--- src/rtl/apu_issue_pkg.sv ---
// Shared constants for the core-side APU issue path: default widths that
// match the APU core package and the bit positions of the upstream FP status flags.
package apu_issue_pkg;

  // Default interface widths
  localparam int unsigned NARGS_DEF           = 3;
  localparam int unsigned WOP_DEF             = 6;
  localparam int unsigned NDSFLAGS_DEF        = 15;
  localparam int unsigned NUSFLAGS_DEF        = 5;
  localparam int unsigned MAX_OUTSTANDING_DEF = 2;
  localparam int unsigned REGADDR_W_DEF       = 6;

  // Upstream status flag bit positions within apu_rflags / fflags
  localparam int unsigned FLAG_NV = 4;  // invalid operation
  localparam int unsigned FLAG_DZ = 3;  // divide by zero
  localparam int unsigned FLAG_OF = 2;  // overflow
  localparam int unsigned FLAG_UF = 1;  // underflow
  localparam int unsigned FLAG_NX = 0;  // inexact

  // Named view of the default-width status flags
  typedef struct packed {
    logic nv;
    logic dz;
    logic of;
    logic uf;
    logic nx;
  } fp_status_t;

endpackage

--- src/rtl/apu_tag_fifo.sv ---
// Synchronous FIFO holding destination register addresses of granted APU
// operations, in grant order. The head is readable combinationally so a pop
// can consume it in the same cycle the response arrives.
module apu_tag_fifo #(
  parameter int unsigned DEPTH = 2,
  parameter int unsigned WIDTH = 6
) (
  input  logic                           clk_i,
  input  logic                           rst_ni,
  input  logic                           flush_i,
  input  logic                           push_i,
  input  logic [WIDTH-1:0]               data_i,
  input  logic                           pop_i,
  output logic [WIDTH-1:0]               data_o,
  output logic                           full_o,
  output logic                           empty_o,
  output logic [$clog2(DEPTH+1)-1:0]     count_o
);

  localparam int unsigned PtrW = (DEPTH > 1) ? $clog2(DEPTH) : 1;
  localparam int unsigned CntW = $clog2(DEPTH + 1);

  logic [WIDTH-1:0] mem_q [DEPTH];
  logic [PtrW-1:0]  wptr_q, wptr_d;
  logic [PtrW-1:0]  rptr_q, rptr_d;
  logic [CntW-1:0]  cnt_q, cnt_d;
  logic             push_ok, pop_ok;

  // Wrapping pointer increment that also works for non-power-of-2 depths
  function automatic logic [PtrW-1:0] ptr_inc(input logic [PtrW-1:0] p);
    if (p == PtrW'(DEPTH - 1)) return '0;
    return p + 1'b1;
  endfunction

  assign full_o  = (cnt_q == CntW'(DEPTH));
  assign empty_o = (cnt_q == '0);
  assign count_o = cnt_q;
  assign data_o  = mem_q[rptr_q];

  // A push into a full FIFO is fine when the head leaves in the same cycle
  assign pop_ok  = pop_i && !empty_o;
  assign push_ok = push_i && (!full_o || pop_ok);

  // Pointer and occupancy next state
  always_comb begin
    wptr_d = wptr_q;
    rptr_d = rptr_q;
    cnt_d  = cnt_q;
    if (flush_i) begin
      wptr_d = '0;
      rptr_d = '0;
      cnt_d  = '0;
    end else begin
      if (push_ok) wptr_d = ptr_inc(wptr_q);
      if (pop_ok)  rptr_d = ptr_inc(rptr_q);
      unique case ({push_ok, pop_ok})
        2'b10:   cnt_d = cnt_q + 1'b1;
        2'b01:   cnt_d = cnt_q - 1'b1;
        default: cnt_d = cnt_q;
      endcase
    end
  end

  // Pointer and occupancy registers
  always_ff @(posedge clk_i or negedge rst_ni) begin
    if (!rst_ni) begin
      wptr_q <= '0;
      rptr_q <= '0;
      cnt_q  <= '0;
    end else begin
      wptr_q <= wptr_d;
      rptr_q <= rptr_d;
      cnt_q  <= cnt_d;
    end
  end

  // Tag storage
  always_ff @(posedge clk_i or negedge rst_ni) begin
    if (!rst_ni) begin
      for (int i = 0; i < int'(DEPTH); i++) mem_q[i] <= '0;
    end else if (push_ok && !flush_i) begin
      mem_q[wptr_q] <= data_i;
    end
  end

endmodule

--- src/rtl/apu_issue_ctrl.sv ---
// Core-side APU request initiator: holds one operation until granted, tracks
// granted operations in order through a tag FIFO, and turns responses into a
// registered register-file writeback plus sticky FP status flags.
module apu_issue_ctrl
  import apu_issue_pkg::*;
#(
  parameter int unsigned NARGS           = NARGS_DEF,
  parameter int unsigned WOP             = WOP_DEF,
  parameter int unsigned NDSFLAGS        = NDSFLAGS_DEF,
  parameter int unsigned NUSFLAGS        = NUSFLAGS_DEF,
  parameter int unsigned MAX_OUTSTANDING = MAX_OUTSTANDING_DEF,
  parameter int unsigned REGADDR_W       = REGADDR_W_DEF
) (
  input  logic                    clk_i,
  input  logic                    rst_ni,
  input  logic                    flush_i,
  input  logic                    issue_valid_i,
  output logic                    issue_ready_o,
  input  logic [NARGS*32-1:0]     issue_operands_i,
  input  logic [WOP-1:0]          issue_op_i,
  input  logic [NDSFLAGS-1:0]     issue_flags_i,
  input  logic [REGADDR_W-1:0]    issue_waddr_i,
  output logic                    apu_req_o,
  input  logic                    apu_gnt_i,
  output logic [NARGS*32-1:0]     apu_operands_o,
  output logic [WOP-1:0]          apu_op_o,
  output logic [NDSFLAGS-1:0]     apu_flags_o,
  input  logic                    apu_rvalid_i,
  input  logic [31:0]             apu_rdata_i,
  input  logic [NUSFLAGS-1:0]     apu_rflags_i,
  output logic                    wb_valid_o,
  output logic [REGADDR_W-1:0]    wb_waddr_o,
  output logic [31:0]             wb_data_o,
  output logic [NUSFLAGS-1:0]     fflags_o,
  input  logic                    fflags_clr_i,
  output logic                    busy_o,
  output logic                    proto_err_o
);

  localparam int unsigned CntW = $clog2(MAX_OUTSTANDING + 1);

  // Hold register
  logic                 hold_valid_q, hold_valid_d;
  logic [NARGS*32-1:0]  operands_q;
  logic [WOP-1:0]       op_q;
  logic [NDSFLAGS-1:0]  flags_q;
  logic [REGADDR_W-1:0] waddr_q;

  // Writeback and status
  logic                 wb_valid_q, wb_valid_d;
  logic [REGADDR_W-1:0] wb_waddr_q, wb_waddr_d;
  logic [31:0]          wb_data_q, wb_data_d;
  logic [NUSFLAGS-1:0]  fflags_q, fflags_d;
  logic                 proto_err_q, proto_err_d;

  // Handshake and tracking
  logic                 handshake, accept, push, pop, orphan_rsp;
  logic                 fifo_full, fifo_empty;
  logic [CntW-1:0]      fifo_cnt;
  logic [REGADDR_W-1:0] fifo_head;

  // Request and issue handshakes
  always_comb begin
    apu_req_o     = hold_valid_q && !fifo_full;
    handshake     = apu_req_o && apu_gnt_i;
    issue_ready_o = (!hold_valid_q || handshake) && !flush_i;
    accept        = issue_valid_i && issue_ready_o;
    // Anything the APU does in a flush cycle is forgotten
    push          = handshake && !flush_i;
    pop           = apu_rvalid_i && !flush_i && !fifo_empty;
    orphan_rsp    = apu_rvalid_i && !flush_i && fifo_empty;
  end

  apu_tag_fifo #(
    .DEPTH (MAX_OUTSTANDING),
    .WIDTH (REGADDR_W)
  ) u_tag_fifo (
    .clk_i   (clk_i),
    .rst_ni  (rst_ni),
    .flush_i (flush_i),
    .push_i  (push),
    .data_i  (waddr_q),
    .pop_i   (pop),
    .data_o  (fifo_head),
    .full_o  (fifo_full),
    .empty_o (fifo_empty),
    .count_o (fifo_cnt)
  );

  // Hold-valid next state: a same-cycle accept refills the slot the grant vacates
  always_comb begin
    hold_valid_d = hold_valid_q;
    if (flush_i) begin
      hold_valid_d = 1'b0;
    end else if (accept) begin
      hold_valid_d = 1'b1;
    end else if (handshake) begin
      hold_valid_d = 1'b0;
    end
  end

  // Hold register; payload only loads on accept so it is stable while held
  always_ff @(posedge clk_i or negedge rst_ni) begin
    if (!rst_ni) begin
      hold_valid_q <= 1'b0;
      operands_q   <= '0;
      op_q         <= '0;
      flags_q      <= '0;
      waddr_q      <= '0;
    end else begin
      hold_valid_q <= hold_valid_d;
      if (accept) begin
        operands_q <= issue_operands_i;
        op_q       <= issue_op_i;
        flags_q    <= issue_flags_i;
        waddr_q    <= issue_waddr_i;
      end
    end
  end

  // Writeback, sticky flags and protocol error next state
  always_comb begin
    wb_valid_d  = pop;
    wb_waddr_d  = wb_waddr_q;
    wb_data_d   = wb_data_q;
    fflags_d    = fflags_clr_i ? '0 : fflags_q;
    proto_err_d = proto_err_q || orphan_rsp;
    if (pop) begin
      wb_waddr_d = fifo_head;
      wb_data_d  = apu_rdata_i;
      fflags_d   = fflags_d | apu_rflags_i;
    end
  end

  // Writeback and status registers
  always_ff @(posedge clk_i or negedge rst_ni) begin
    if (!rst_ni) begin
      wb_valid_q  <= 1'b0;
      wb_waddr_q  <= '0;
      wb_data_q   <= '0;
      fflags_q    <= '0;
      proto_err_q <= 1'b0;
    end else begin
      wb_valid_q  <= wb_valid_d;
      wb_waddr_q  <= wb_waddr_d;
      wb_data_q   <= wb_data_d;
      fflags_q    <= fflags_d;
      proto_err_q <= proto_err_d;
    end
  end

  // Output mapping
  always_comb begin
    apu_operands_o = operands_q;
    apu_op_o       = op_q;
    apu_flags_o    = flags_q;
    wb_valid_o     = wb_valid_q;
    wb_waddr_o     = wb_waddr_q;
    wb_data_o      = wb_data_q;
    fflags_o       = fflags_q;
    proto_err_o    = proto_err_q;
    busy_o         = hold_valid_q || (fifo_cnt != '0) || wb_valid_q;
  end

endmodule

--- config.mk ---
export PLATFORM = sky130hd
export DESIGN_NAME = apu_issue_ctrl
export DESIGN_NICKNAME = d
export VERILOG_FILES = /design/src/rtl/apu_issue_pkg.sv /design/src/rtl/apu_tag_fifo.sv /design/src/rtl/apu_issue_ctrl.sv
export SDC_FILE = /design/constraint.sdc
export NUM_CORES = 1
export LEC_CHECK = 0
export CORE_ASPECT_RATIO = 0.7
export CORE_MARGIN = 3
export CORE_UTILIZATION = 40
export CTS_BUF_LIST = sky130_fd_sc_hd__clkbuf_4 sky130_fd_sc_hd__clkbuf_8 sky130_fd_sc_hd__clkbuf_16
export DETAILED_ROUTE_END_ITERATION = 6
export DONT_BUFFER_PORTS = 1
export GPL_TIMING_DRIVEN = 0
export SYNTH_ARGS = -nofsm -noshare
export SYNTH_HDL_FRONTEND = slang
export SYNTH_SLANG_ARGS = --single-unit
--- constraint.sdc ---
create_clock -name clk_i -period 4.6 [get_ports clk_i]
set_clock_uncertainty 0.1 [all_clocks]
set_input_delay 0.69 -clock clk_i [delete_from_list [all_inputs] [get_ports clk_i]]
set_output_delay 0.69 -clock clk_i [all_outputs]
set_load 0.1 [all_outputs]
# == After elaboration in Yosys (flattened, before gate mapping) ==
# Index checks and enable logic that the tools add are counted.
# totals
out_inout_bits,165
word_cells,82
register_bits,185
inputBits,167
# classes
n_reduce_logical,27
n_eq_ne,3
n_mux,27
magnitude_cmp,3
bitwise,3
addsub,4
# op_table
op,count
$mux 6,4
$mux 1,17
$bwmux 12,1
$logic_and 1x1->1,12
$mux 5,2
$demux 6 s1,1
$reduce_bool 2->1,3
$reduce_bool 3->1,2
$logic_or 1x1->1,5
$or 5x5->5,1
$eq 2x2->1 const B,2
$ge 2x2->1 const B,2
$logic_not 1->1,4
$not 1->2,2
$pmux 2 s2,1
$add 1x1->1 const B,2
$add 2x1->2 const B,1
$eq 2x1->1 const B,1
$logic_not 2->1,1
$lt 2x1->1 const B,1
$mux 2,1
$sub 2x1->2 const B,1

# == Depth between registers and ports, before layout ==
# logic_depth
ltp_word,11
depth_mapped,7
mapped_depth_nobuf,3

# == By module ==
# A second synthesis with hierarchy kept.
# hier_totals
cells_unflattened,432
area_unflattened_um2,7458.4
# by_module_without_submodules
module,seq_area_each_um2,cells_per_inst,area_per_inst_um2,instances
apu_issue_ctrl,4229.1,374,6688.9,1
apu_tag_fifo,400.4,58,769.5,1

# == Worst setup path before layout ==
# No wires, ideal clock.
# synth_path
path_type,input-to-output
from,input flush_i
to,output issue_ready_o
required_ns,3.810
arrival_ns,2.252
path_stages,7
setup_slack_ns,1.558
path_buffers,4
path_cell_list,buf_4 nand2b_1 o22a_2 clkbuf_2 buf_2 buf_2 inv_1
# synth_between
elab_chain_cells,2
# synth_lines
item,line,source
"start, declared",apu_issue_ctrl.sv:16,"input logic flush_i,"
$logic_not 1->1,apu_issue_ctrl.sv:66,issue_ready_o = (!hold_valid_q || handshake) && !flush_i;
$logic_and 1x1->1,apu_issue_ctrl.sv:66,
"end, declared",apu_issue_ctrl.sv:18,"output logic issue_ready_o,"
# No other way between the ends.

# == Final worst setup path ==
# layout_path
from,register u_tag_fifo.cnt_q[1] (netlist: u_tag_fifo.count_o[1])
to,output issue_ready_o
# layout_between
elab_chain_cells,6
# layout_lines
item,line,source
"start, declared",apu_tag_fifo.sv:26,"logic [CntW-1:0] cnt_q, cnt_d;"
"start signal, assigned",apu_tag_fifo.sv:73,cnt_q <= cnt_d;
$eq 2x2->1,apu_tag_fifo.sv:35,assign full_o = (cnt_q == CntW'(DEPTH));
$logic_not 1->1,apu_issue_ctrl.sv:64,apu_req_o = hold_valid_q && !fifo_full;
$logic_and 1x1->1,apu_issue_ctrl.sv:64,
$logic_and 1x1->1,apu_issue_ctrl.sv:65,handshake = apu_req_o && apu_gnt_i;
$logic_or 1x1->1,apu_issue_ctrl.sv:66,
$logic_and 1x1->1,apu_issue_ctrl.sv:66,
# No other way between the ends.

==> results.sh <==
export IMPL_p_switching_mw=3.07
export IMPL_critPathLaunchType="flop"
export IMPL_synth_warnings=0
export IMPL_fmax_mhz=292
export IMPL_crit_required_ns=3.81
export IMPL_clkPwrFrac_pct=24.8
export IMPL_path_clk_slew_ns=0.07
export IMPL_fp_dieW_um=170
export IMPL_drc=0
export IMPL_grt_pass1_wl_mm=31.3
export IMPL_fp_dieArea_um2=20500
export IMPL_core_area_um2=18300
export IMPL_period_share_pct=74.6
export IMPL_min_period_ns=3.43
export IMPL_instances_no_fill=982
export IMPL_r2r_start="u_tag_fifo.count_o[1]"
export IMPL_rsz0062_at_grt="no"
export IMPL_design_area_um2=8440
export IMPL_cts_resized=0
export IMPL_cp_data_arrival_time_ns=2.64
export IMPL_insertion_delay_ns=0.42
export IMPL_path_max_fanout=10
export IMPL_swShare_pct=51.5
export IMPL_crit_type="flop to output port"
export IMPL_synthArstFlopShare_pct=100
export IMPL_place_inst=950
export IMPL_syn_avg_cell_area_um2=10.6
export IMPL_num_io_pins=332
export IMPL_num_fill_cells=1697
export IMPL_final_hold_violation_count=185
export IMPL_setup_tns_ns=0
export IMPL_final_cell_mix="249 x nand2_1, 185 x dfrtp_1, 123 x o22ai_1"
export IMPL_gp_congestion=0.850
export IMPL_max_slew_margin_pct=35.9
export IMPL_seq_area_frac_synth_pct=61.4
export IMPL_ff2ff_path_depth=6
export IMPL_synth_ff_type="dfrtp_1"
export IMPL_first_iter_violations=376
export IMPL_initial_core_util_pct=41.3
export IMPL_r2r_end="apu_flags_o[3]"
export IMPL_peakVddDrop_mv=0.285
export IMPL_setup_viol=0
export IMPL_nets=900
export IMPL_p_leak_nw=3.90
export IMPL_place_area_um2=7830
export IMPL_synth_cells=714
export IMPL_p_comb_share_pct=8.1
export IMPL_cts_made_buffers=17
export IMPL_dp_final_hpwl_mm=14.9
export IMPL_end_kind="output port"
export IMPL_p_seq_share_pct=67.1
export IMPL_clock_path_buffers=2
export IMPL_hold_ws_ns=-0.139
export IMPL_wl_mm=20.4
export IMPL_synth_cell_types=33
export IMPL_cap_violations=0
export IMPL_clock_sinks=185
export IMPL_io_buffers=0
export IMPL_syn_cell_area_um2=7530
export IMPL_syn_nets=881
export IMPL_ant_nets=0
export IMPL_hold_path_class="primary input to asynchronous set/reset pin"
export IMPL_grt_max_degree=186
export IMPL_worstMarginPinSlew_ns=0.961
export IMPL_cts_setup_buffers=0
export IMPL_rrSetupSlack_ns=2.25
export IMPL_antennaDiodeCount=0
export IMPL_via_count=5488
export IMPL_synthToLayoutAreaGrowth_pct=12.0
export IMPL_synth_seq_cells=185
export IMPL_p_int_mw=2.90
export IMPL_cts_tree="done"
export IMPL_antenna_found_initial=0
export IMPL_drive_above_1_share_pct=16.0
export IMPL_viasPerCell=5.59
export IMPL_routedWlPerCell_um=20.8
export IMPL_grt_usage_pct=19.5
export IMPL_gr_total_overflow=0
export IMPL_drt_pass1_iterations=5
export IMPL_root_buffer="clkbuf_16"
export IMPL_pwr_density_cell_nw_per_um2=707
export IMPL_violations="negative hold slack"
export IMPL_num_rows=41
export IMPL_final_common_cell="nand2_1"
export IMPL_grt_pass1_vias=5550
export IMPL_synth_edf_count=0
export IMPL_status="finished with violations"
export IMPL_htreeDepth=4
export IMPL_slew_viol_final=0
export IMPL_die_h_um=121
==> stage by stage <==
| stage | utilization [%] | power, mW | hold slack, ns | setup slack [ns] |
|---|---|---|---|---|
| 2_1_floorplan | - | 4.35 | 0.294 | 1.56 |
| 3_3_place_gp | 42.9 | 4.50 | 0.302 | 1.30 |
| 3_5_place_dp | 42.9 | 4.53 | 0.303 | 1.26 |
| 4_1_cts | 46.2 | 6.02 | -0.158 | 1.14 |
| 5_1_grt | 46.2 | 6.17 | -0.172 | 1.06 |
| 6_report | 46.2 | 5.97 | -0.139 | 1.17 |
==> power groups by stage <==
stage | registers, mW | logic [mW] | clock network [mW]
after CTS | 4.01 | 0.488 | 1.52
after global routing | 4.04 | 0.546 | 1.59
final | 4.01 | 0.484 | 1.48
after detailed placement | 4.04 | 0.487 | 0
after floorplan | 3.95 | 0.405 | 0
after global placement | 4.04 | 0.460 | 0
==> worst max-delay path by stage <==
stage,from,endpoint,slack [ns]
final,u_tag_fifo.count_o[1],issue_ready_o,1.17
after global routing,u_tag_fifo.count_o[1],issue_ready_o,1.06
after CTS,u_tag_fifo.count_o[1],issue_ready_o,1.14
after detailed placement,flush_i,issue_ready_o,1.26
after global placement,flush_i,issue_ready_o,1.30
after floorplan,flush_i,issue_ready_o,1.56
==> cells in the mapped netlist, types with 2 or more instances <==
cell type	n	area [µm²]
a22o_1	5	43.8
clkbuf_1	33	124
o22ai_1	123	769
inv_1	5	18.8
nand2_1	249	935
a21oi_1	2	10.0
mux2_4	6	90.1
nor2_1	3	11.3
a31oi_1	2	12.5
buf_1	10	37.5
buf_2	17	85.1
mux2_2	50	563
o21ai_0	3	15.0
and2b_2	2	17.5
buf_6	2	22.5
dfrtp_1	185	4630
==> per-layer routing <==
metal	vias to the layer above	part of all wire, %	wire (µm)	GRT usage [%]
li1	2497	-	-	-
met5	-	0	0	0
met2	256	49	9920	31.5
met4	0	1.9	378	6.23
met3	25	10	2040	7.71
met1	2710	40	8050	24.0
==> kinds of logic (layout without fill, tap and decap cells) <==
family	Yosys count	after routing	synth area share, %
AND/OR/NAND/NOR	263	263	13.9
XOR/XNOR	1	1	0.116
flip-flops	185	185	61.4
AO/OA/AOI/OAI	140	140	11.9
buffers and inverters	69	101	3.99
multiplexers	56	56	8.67
==> registers in the layout, summed over array words and instances, names as in the netlist <==
name and count:
wb_waddr_o 6, proto_err_o 1, apu_flags_o 15, waddr_q 6
hold_valid_q 1, fflags_o 5, wb_data_o 32, wb_valid_o 1
u_tag_fifo.wptr_q 1, u_tag_fifo.mem_q 12, u_tag_fifo.count_o 2, u_tag_fifo.rptr_q 1
apu_op_o 6, apu_operands_o 96
==> layout make-up <==
cell class                      instances  area, µm²  area share, %
Sequential cell                       185       4630           54.8
Multi-Input combinational cell        460       2610           30.9
Clock buffer                           18        433           5.13
Tap cell                              236        295           3.50
Buffer                                 64        282           3.33
Clock inverter                         14        179           2.12
Inverter                                5       18.8          0.222
==> critical path, stage by stage, from the launching register on <==
cell and delay [ns]:
dfrtp_1 0.42, nor2b_2 0.17, buf_6 0.14, o22a_2 0.19
clkbuf_2 0.18, buf_2 0.25, buf_2 0.22, inv_1 0.63
No activity file was read; power rests on OpenSTA's default activity.
==> RTL edit: new RTL, same flow settings <==
`wb_waddr_q` and `wb_data_q` no longer have a reset.
--- a/src/rtl/apu_issue_ctrl.sv
+++ b/src/rtl/apu_issue_ctrl.sv
@@ -136,17 +136,18 @@
   always_ff @(posedge clk_i or negedge rst_ni) begin
     if (!rst_ni) begin
       wb_valid_q  <= 1'b0;
-      wb_waddr_q  <= '0;
-      wb_data_q   <= '0;
       fflags_q    <= '0;
       proto_err_q <= 1'b0;
     end else begin
       wb_valid_q  <= wb_valid_d;
-      wb_waddr_q  <= wb_waddr_d;
-      wb_data_q   <= wb_data_d;
       fflags_q    <= fflags_d;
       proto_err_q <= proto_err_d;
     end
+  end
+
+  always_ff @(posedge clk_i) begin
+    wb_waddr_q <= wb_waddr_d;
+    wb_data_q  <= wb_data_d;
   end
 
   // Output mapping
Function: differs if rst_ni is asserted again (counterexample within 4 cycles, from zero or initial values and one cycle with rst_ni low); with rst_ni held inactive, the same outputs for 10 cycles.
==> RTL edit against the original RTL <==
Register-to-register slack better by 0.03 ns. Critical path depth unchanged. Die area fell by 3.4%. Final area down 2.2%. Power shrank 13%. Wire length fell by 2.0%. Synthesized area shrank 3.5%. Via count shrank 3.6%. First-iteration DRC count is 6.9% lower. Sequential power decreased by 20%. Setup slack improved by 0.11 ns. Sequential cell count is the same. Synthesized cell count shrank 5.9%. Largest cell class unchanged.
==> RTL edit: results (changes against the original RTL) <==
stage,metric,value,unit,change
outcome,status,"complete, no violations",,
yosys,"Seq/Total Area, Yosys",66.3,%,+4.8 points
worst_setup_path,Reg2Reg Setup Slack,2.28,ns,+0.03 ns
worst_setup_path,Critical Path AT,2.53,ns,-0.11 ns
yosys,leading cell types by count after synthesis,"nand2_1, dfrtp_1, o22ai_1",,
power_and_ir_drop,Leak Pwr,3.63,nW,-6.9%
worst_setup_path,Worst R2R End,apu_operands_o[20],,
cells_and_area,Final #Nets,862,,-4.2%
cells_and_area,share of layout cells above drive strength 1,11.6,%,-4.4 points
timing,achievable clock frequency,0.301,GHz,+3.3%
timing,worst hold margin,0.161,ns,+0.300 ns
yosys,Post-Syn Instances,672,,-5.9%
grt,first-pass GRT wire length,30100,µm,-3.7%
grt,overall routing resource usage,19.2,%,-0.22 points
routing,"wirelength, routed",20000,µm,-2.0%
routing,Via density,5.63,,+0.74%
timing,Slew @ Worst Pin,0.977,ns,+0.0156 ns
power_and_ir_drop,VDD IR max,0.297,mV,+4.3%
power_and_ir_drop,Int Power,2.90,mW,about the same
yosys,Post-Synthesis Net Count,839,,-4.8%
placed_design,Inst Count DP,906,,-4.6%
yosys,Netlist cell types,32,,-3.0%
grt,M2 GR Usage,30.2,%,-1.3 points
yosys,Post-synth EDFFs,38,,+38
yosys,Async SR Flop Fraction,79.5,%,-21 points
routing,routed length on met1,8280,µm,+2.8%
routing,vias,5292,,-3.6%
routing,met3 routed wirelength,1860,µm,-8.8%
grt,GR Util met1,24.5,%,+0.53 points
yosys,Area contributors post-synth,"dfrtp_1, edfxtp_1, nand2_1, o22ai_1, clkbuf_1",,
routing,metal2 WL,9400,µm,-5.2%
grt,met3 Track Usage GR,7.89,%,+0.18 points
placed_design,Detailed Place HPWL,14600,µm,-2.0%
==> RTL edit: final cells by class <==
class	instances	area, µm²
Fill cell	1585	9210
Buffer	60	260
Tap cell	231	289
Timing Repair Buffer	4	61.3
Multi-Input combinational cell	422	2180
Clock buffer	17	425
Inverter	5	18.8
Clock inverter	15	201
Sequential cell	185	4820
Antenna cell	1	2.50
==> RTL edit: cell families (layout without fill, tap and decap cells) <==
family / after synthesis / after routing / share of synthesized area (%)
muxes: 18 / 18 / 3.10
DFF: 185 / 185 / 66.3
AOI/OAI and AO/OA: 140 / 140 / 12.3
and+or+nand+nor: 263 / 263 / 14.4
other: 0 / 1 / 0
buffers and inverters: 65 / 101 / 3.84
xor gates and xnor gates: 1 / 1 / 0.120
==> RTL edit: repair_timing <==
| action | 4_1_cts | 5_1_grt |
|---|---|---|
| hold buffers | 1 | 0 |
| setup buffers | 0 | 0 |
| setup endpoints to repair | 0 | 0 |
| endpoints found under the hold margin | 147 | 0 |
